`src/rtl/mem_copy_engine.sv`:
```
// mem_copy_engine: block copy of 64-bit doublewords between data-memory regions
// Ports: clk/reset_n (sync, active-low); start, src_addr, dst_addr, count request a copy;
// busy, done, err, words_done report status; mem_read, mem_write, address, mem_wdata
// drive the memory port and mem_rdata returns combinational read data.
module mem_copy_engine #(
  parameter int CNT_W = 16
) (
  input  logic             clk,
  input  logic             reset_n,
  input  logic             start,
  input  logic [63:0]      src_addr,
  input  logic [63:0]      dst_addr,
  input  logic [CNT_W-1:0] count,
  output logic             busy,
  output logic             done,
  output logic             err,
  output logic [CNT_W-1:0] words_done,
  output logic             mem_read,
  output logic             mem_write,
  output logic [63:0]      address,
  output logic [63:0]      mem_wdata,
  input  logic [63:0]      mem_rdata
);
  typedef enum logic [1:0] {IDLE, READ, WRITE, DONE} state_t;
  state_t           state_q, state_d;
  logic [63:0]      src_q, src_d, dst_q, dst_d, buf_q, buf_d;
  logic [CNT_W-1:0] rem_q, rem_d, words_q, words_d;
  logic             err_q, err_d, unaligned;
  assign unaligned = |{src_addr[2:0], dst_addr[2:0]};
  always_ff @(posedge clk) begin
    if (!reset_n) begin
      state_q <= IDLE;
      src_q   <= '0;
      dst_q   <= '0;
      buf_q   <= '0;
      rem_q   <= '0;
      words_q <= '0;
      err_q   <= 1'b0;
    end else begin
      state_q <= state_d;
      src_q   <= src_d;
      dst_q   <= dst_d;
      buf_q   <= buf_d;
      rem_q   <= rem_d;
      words_q <= words_d;
      err_q   <= err_d;
    end
  end
  always_comb begin
    state_d = state_q;
    src_d   = src_q;
    dst_d   = dst_q;
    buf_d   = buf_q;
    rem_d   = rem_q;
    words_d = words_q;
    err_d   = err_q;
    case (state_q)
      IDLE: if (start) begin
        src_d   = src_addr;
        dst_d   = dst_addr;
        rem_d   = count;
        words_d = '0;
        err_d   = unaligned;
        state_d = (unaligned || count == '0) ? DONE : READ;
      end
      READ: begin
        buf_d   = mem_rdata;
        src_d   = src_q + 64'd8;
        state_d = WRITE;
      end
      WRITE: begin
        dst_d   = dst_q + 64'd8;
        rem_d   = rem_q - CNT_W'(1);
        words_d = words_q + CNT_W'(1);
        state_d = (rem_q == CNT_W'(1)) ? DONE : READ;
      end
      default: state_d = IDLE;
    endcase
  end
  assign busy       = (state_q == READ) || (state_q == WRITE);
  assign done       = state_q == DONE;
  assign err        = err_q;
  assign words_done = words_q;
  // strobes are gated by reset directly so a write cannot commit on the reset edge
  assign mem_read   = reset_n && state_q == READ;
  assign mem_write  = reset_n && state_q == WRITE;
  assign address    = (state_q == READ) ? src_q : (state_q == WRITE) ? dst_q : 64'd0;
  assign mem_wdata  = (state_q == WRITE) ? buf_q : 64'd0;
endmodule

```
`config.mk`:
```
export PLATFORM = sky130hd
export DESIGN_NAME = mem_copy_engine
export DESIGN_NICKNAME = d
export VERILOG_FILES = /design/src/rtl/mem_copy_engine.sv
export SDC_FILE = /design/constraint.sdc
export NUM_CORES = 1
export LEC_CHECK = 0
export ABC_AREA = 1
export CORE_ASPECT_RATIO = 1.4
export CORE_MARGIN = 3
export CORE_UTILIZATION = 25
export CTS_CLUSTER_DIAMETER = 30
export DETAILED_ROUTE_END_ITERATION = 16
export PLACE_DENSITY = 0.49
export RECOVER_POWER = 100
export SLEW_MARGIN = 20
export SYNTH_ARGS = -nofsm -noshare
export SYNTH_HDL_FRONTEND = slang
export SYNTH_SLANG_ARGS = --single-unit
```
`constraint.sdc`:
```
create_clock -name clk -period 5.3 [get_ports clk]
set_clock_uncertainty 0.1 [all_clocks]
set_input_delay 1.06 -clock clk [delete_from_list [all_inputs] [get_ports clk]]
set_output_delay 1.06 -clock clk [all_outputs]
set_load 0.02 [all_outputs]
```
==> impl_metrics.env, run 1 <==
export IMPL_tritoncts_num_buffers=72
export IMPL_detail_route_drc_violations=0
export IMPL_critPathKind="flop to output port"
export IMPL_synthesis_instances=2670
export IMPL_fin_hold_ws_ns=0.366
export IMPL_route_antenna_remaining_nets=0
export IMPL_global_route_usage_total=0.225
export IMPL_share_of_layout_cells_above_drive_strength_1=0.0651
export IMPL_synth_top_family_by_area="simple AND/OR/NAND/NOR gates"
export IMPL_clk_root_buffer_cell="clkbuf_16"
export IMPL_htree_num_levels=3
export IMPL_ctsHoldBuffers=0
export IMPL_layout_min_cycle_time_ns=4.67
export IMPL_final_seq_area_sq_um=4540
export IMPL_crit_path_end_kind="output port"
export IMPL_report_final_setup_viol=0
export IMPL_synth_top_area_share=0.296
export IMPL_cts_setup_buffers=0
export IMPL_synth_enable_flop_cells=0
export IMPL_worst_setup_hold_path_clk_slew_ns=0.04
export IMPL_seq_area_frac_synth=0.296
export IMPL_number_of_buffers_added_on_ports=359
export IMPL_grt_setup_unrepaired="no"
export IMPL_grt_busiest_layer="met2"
export IMPL_violations="max-capacitance violations, max-slew violations"
export IMPL_viasPerCell=4.87
export IMPL_max_clock_path_buffers=3
export IMPL_gpl_final_weighted_congestion=0.922
export IMPL_ir_worst_vdd_mv=0.284
export IMPL_area_growth_synth_to_final_pct=44.1
export IMPL_grt_met2_usage=0.394
export IMPL_yosys_area_top_type="dfxtp_1"
export IMPL_placed_cell_area_sq_um=19600
export IMPL_synth_mux_area_fraction=0
export IMPL_drt_first_iter_violations=1353
export IMPL_detail_route_wl_per_cell_um=19.4
export IMPL_worst_skew_pair_late_latency_ns=0.59
export IMPL_post_synth_fa_ha_maj_area_fraction=0.00814
export IMPL_power_per_cell_area_nw_per_um2=459
export IMPL_groute_layer_met1_usage=0.265
export IMPL_tritoncts="done"
export IMPL_post_route_cell_area_sq_um=22100
export IMPL_number_of_antenna_violations_at_the_first_check_in_global_routing=4
export IMPL_cap_violations=2
export IMPL_grt_max_degree=97
export IMPL_synthDistinctLibCells=49
export IMPL_final_setup_tns_ns=0
export IMPL_ys_dominant_reg_cell="dfxtp_1"
export IMPL_die_y_um=299
export IMPL_synth_xor_area_share=0.0131
export IMPL_slew_headroom=-0.250
export IMPL_floorplan_die_area_sq_um=64500
export IMPL_initial_util=0.255
export IMPL_drv_slew=171
export IMPL_utilization_after_layout=0.367
export IMPL_static_leakage_power_uw=0.00953
export IMPL_worstPathMaxFanout=49
export IMPL_pin_count=360
export IMPL_vias=18800
export IMPL_dp_hpwl_mm=56.6
export IMPL_grt_pass1_vias=18500
export IMPL_synth_seq_cells=227
export IMPL_wire_length_of_the_first_global_routing_pass_mm=113
export IMPL_synthTopCellsByArea="dfxtp_1, nand2_1, nor2_1"
export IMPL_synth_fp_nets=2891
export IMPL_die_width_um=216
export IMPL_filler_cell_count=6565
export IMPL_final_hold_viol_count=0
export IMPL_fmax_mhz=214
export IMPL_timing_worst_slew_pin_value_ns=1.87
export IMPL_ys_top_cells_by_count="nand2_1, nor2_1, inv_1"
export IMPL_avgSynthCellArea_sq_um=5.76
export IMPL_power_total_uw=10200
export IMPL_yosysWarningCount=0
export IMPL_detail_route_first_pass_iterations=7
export IMPL_coreArea_sq_um=60300
export IMPL_synth_compound_area_share=0.160
export IMPL_synthArstFlopShare=0
export IMPL_multi_input_area_sq_um=9360
export IMPL_totalWireLength_mm=74.7
export IMPL_finalNetCount=3211
export IMPL_synth_simple_area_share=0.426
export IMPL_yosys_cell_count_top_type="nand2_1"
export IMPL_worst_path_required_ns=4.14
export IMPL_grt_met3_usage=0.0446
export IMPL_cts_repair_resized=0
export IMPL_mappedNetlistArea_sq_um=15400
export IMPL_min_period_over_period=0.881
export IMPL_timing_critical_path_from_type="flop"
export IMPL_critPathArrivalTime_ns=3.51
export IMPL_min_delay_path_class="flop to flop"
export IMPL_clock_sink_count=227
export IMPL_cell_rows=106
export IMPL_outcome="complete, but fails checks"
export IMPL_grt_overflow_total=0
## stage by stage
step / std cells / worst slack (ns)
2_1_floorplan: 2670 / 2.23
3_3_place_gp: 3726 / 1.40
3_5_place_dp: 3726 / 1.36
4_1_cts: 3853 / 0.727
5_1_grt: 3856 / 0.346
6_report: 3856 / 0.633
## sequential cells by signal (all words and copies together) (netlist names)
register,flops
rem_q,16
dst_q,64
buf_q,64
err,1
words_done,16
state_q,2
src_q,64
## cell families (layout without fill, tap and decap cells)
family / Yosys count / in the layout
buf+inv: 388 / 761
other cells: 0 / 3
simple gates: 1564 / 1564
compound gates: 458 / 458
fa+ha+maj: 10 / 10
xor+xnor: 23 / 23
flops: 227 / 227
## worst max-delay path, stage by stage, from the launching register on
cell and delay (ns):
dfxtp_1 0.35, inv_1 0.17, ha_4 0.48, clkbuf_2 0.89
nand3_1 0.16, nand2_1 0.10, dlygate4sd3_1 0.73
## worst paths after layout
| check | from | endpoint | slack [ns] | cells after the start |
|---|---|---|---|---|
| setup / recovery | state_q[0] | address[7] | 0.63 | 6 |
| hold / removal | dst_q[2] | dst_q[2] | 0.37 | 2 |
| setup reg to reg | state_q[1] | src_q[56] | 0.64 | 11 |
| hold reg to reg | dst_q[2] | dst_q[2] | 0.37 | 2 |
## power by group
| part | total (uW) | switching (uW) | internal [uW] |
|---|---|---|---|
| Clock | 4510 | 1310 | 3200 |
| Sequential | 2730 | 615 | 2120 |
| Combinational | 2910 | 1910 | 1000 |
| Total | 10200 | 3830 | 6320 |
## cells in the final DEF (no fill, tap or decap), types with 3 or more instances in the layout
cell type and n:
nand2_1 714, nor2_1 523, inv_1 250, o21ai_0 243, dfxtp_1 227, clkdlybuf4s50_1 212, nand3_1 176, dlygate4sd3_1 146
a21oi_1 142, clkbuf_16 73, nor3_1 41, nand4_1 39, a31oi_1 18, nor2_2 18, clkbuf_1 16, clkinv_2 14
xor2_1 13, o211ai_1 12, bufinv_16 12, nor2_4 11, or2_2 11, xnor2_1 10, nand3b_1 9, nand2_2 9
a211oi_1 8, ha_1 8, clkbuf_8 8, o21a_1 7, buf_4 7, o31ai_1 6, inv_2 5, o21bai_1 4
inv_6 4, diode_2 3, a2bb2oi_1 3, nand2_4 3, a41oi_1 3, clkinv_4 3, clkbuf_2 3
## routing by layer
metal,vias up,wire length [um]
met1,8759,30800
met4,2,2980
met5,-,13
li1,9242,-
met2,655,36500
met3,127,4420
## final cells by class
cell class | instances | area share
clock buffers | 90 | 0.0890
multi-input cells | 2055 | 0.423
well taps | 810 | 0.0458
repair buffers | 377 | 0.168
diodes | 3 | 0.000339
inverters | 257 | 0.0438
clock inverters | 37 | 0.0255
flip-flops and latches | 227 | 0.205
No activity file was read; power rests on OpenSTA's default activity.
==> run 2, diff against run 1 <==
- CELL_PAD_IN_SITES_DETAIL_PLACEMENT: unset -> 0
- CELL_PAD_IN_SITES_GLOBAL_PLACEMENT: unset -> 1
- MAX_ROUTING_LAYER: unset -> met4
- PLACE_DENSITY: 0.49 -> 0.66
==> impl_metrics.env, run 2 (same netlist as run 1, synthesis figures left out) <==
export IMPL_grt_pass1_vias=18600
export IMPL_outcome="complete, but fails checks"
export IMPL_timing_worst_slew_pin_value_ns=1.98
export IMPL_p_clk_frac=0.448
export IMPL_detail_route_drc_violations=0
export IMPL_power_internal_uw=6370
export IMPL_critPathArrivalTime_ns=3.57
export IMPL_worst_path_required_ns=4.14
export IMPL_detail_route_wl_per_cell_um=19.4
export IMPL_static_leakage_power_uw=0.00956
export IMPL_layout_cells_most_common="nand2_1"
export IMPL_commonest_non_fill_non_tap_cells_in_the_layout="nand2_1, nor2_1, inv_1"
export IMPL_ir_worst_vdd_mv=0.237
export IMPL_drv_slew=345
export IMPL_cpPeakStageDelay_ns=0.77
export IMPL_clk_root_buffer_cell="clkbuf_16"
export IMPL_worstPathMaxFanout=59
export IMPL_detail_route_first_pass_iterations=7
export IMPL_seqPwrFrac=0.270
export IMPL_area_growth_synth_to_final_pct=44.4
export IMPL_cts_repair_resized=0
export IMPL_number_of_buffers_added_on_ports=359
export IMPL_worst_path_max_delay_cell="clkbuf_2"
export IMPL_final_hold_viol_count=0
export IMPL_global_route_usage_total=0.232
export IMPL_final_seq_area_sq_um=4540
export IMPL_drt_first_iter_violations=1384
export IMPL_reg2reg_slack_ns=0.93
export IMPL_vias=18600
export IMPL_power_total_uw=10200
export IMPL_share_of_layout_cells_above_drive_strength_1=0.0682
export IMPL_critPathKind="flop to output port"
export IMPL_fmax_mhz=212
export IMPL_die_width_um=216
export IMPL_path_cells="inv_1 -> ha_4 -> clkbuf_2 -> o21ai_0 -> dlygate4sd3_1"
export IMPL_die_y_um=299
export IMPL_report_final_setup_viol=0
export IMPL_cell_rows=106
export IMPL_wire_length_of_the_first_global_routing_pass_mm=113
export IMPL_power_per_cell_area_nw_per_um2=459
export IMPL_crit_path_end_kind="output port"
export IMPL_multi_input_area_sq_um=9360
export IMPL_final_setup_tns_ns=0
export IMPL_layout_min_cycle_time_ns=4.73
export IMPL_number_of_antenna_violations_at_the_first_check_in_global_routing=5
export IMPL_power_combinational_fraction=0.282
export IMPL_max_clock_path_buffers=3
export IMPL_initial_util=0.255
export IMPL_htree_num_levels=3
export IMPL_grt_max_degree=93
export IMPL_ctsHoldBuffers=0
export IMPL_clock_sink_count=227
export IMPL_cap_violations=5
export IMPL_totalWireLength_mm=75.0
export IMPL_worst_setup_hold_path_clk_slew_ns=0.04
export IMPL_timing_critical_path_from_type="flop"
export IMPL_route_antenna_remaining_nets=0
export IMPL_grt_overflow_total=0
export IMPL_min_period_over_period=0.892
export IMPL_tritoncts="done"
export IMPL_violations="max-capacitance violations, max-slew violations"
export IMPL_coreArea_sq_um=60300
export IMPL_gpl_final_weighted_congestion=0.934
export IMPL_floorplan_die_area_sq_um=64500
export IMPL_cts_setup_buffers=0
export IMPL_net_switching_uw=3800
export IMPL_slew_headroom=-0.323
export IMPL_grt_setup_unrepaired="no"
export IMPL_finalNetCount=3212
export IMPL_tritoncts_num_buffers=73
export IMPL_viasPerCell=4.82
export IMPL_largest_registers="buf_q: 64 flops, dst_q: 64 flops, src_q: 64 flops"
export IMPL_worst_skew_pair_late_latency_ns=0.60
export IMPL_switching_share=0.374
export IMPL_pin_count=360
export IMPL_filler_cell_count=6619
export IMPL_dp_hpwl_mm=57.3
export IMPL_min_delay_path_class="flop to flop"
run 2: critical path: cells and delay by family (launching register included):
family / cells / cell delay [ns]
compound gates: 1 / 0.27
buf+inv: 3 / 1.65
fa+ha+maj: 1 / 0.65
flops: 1 / 0.35
run 2: power groups by stage:
stage | logic (uW) | clock network, uW | registers, uW
final | 2870 | 4560 | 2740
after global routing | 3220 | 4750 | 2790
after CTS | 2960 | 4650 | 2730
after detailed placement | 2950 | 0 | 2750
after global placement | 2930 | 0 | 2760
after floorplan | 1940 | 0 | 2450
run 2: per-layer routing:
layer,GRT usage,up-vias,wire length (um)
met5,-,-,0
met4,0.114,0,3550
met3,0.0384,149,4560
met2,0.404,616,37600
met1,0.257,8639,29300
li1,-,9234,-
run 2: path summary, 6_finish.rpt:
check / startpoint / to / cells past startpoint
setup / recovery: state_q[1] / address[39] / 5
hold / removal: rem_q[14] / rem_q[14] / 2
setup reg to reg: state_q[1] / src_q[55] / 9
hold reg to reg: rem_q[14] / rem_q[14] / 2
run 2: metrics by stage:
| stage | area [sq um] | utilization | hold WS (ns) | worst slack [ns] | cells |
|---|---|---|---|---|---|
| 2_1_floorplan | 15400 | - | 0.345 | 2.23 | 2670 |
| 3_3_place_gp | 19600 | 0.326 | 0.352 | 1.43 | 3726 |
| 4_1_cts | 22200 | 0.368 | 0.364 | 0.723 | 3861 |
| 5_1_grt | 22200 | 0.368 | 0.391 | 0.342 | 3866 |
| 6_report | 22200 | 0.368 | 0.362 | 0.572 | 3866 |
| 3_5_place_dp | 19600 | 0.326 | 0.357 | 1.37 | 3726 |
run 2: area by class of cell:
cell class | instances | area share
antenna | 5 | 0.000564
clock buffer | 95 | 0.0915
clock inverter | 40 | 0.0250
inverter | 257 | 0.0437
multi-input combinational | 2055 | 0.422
sequential | 227 | 0.205
tap | 810 | 0.0457
timing repair buffer | 377 | 0.167
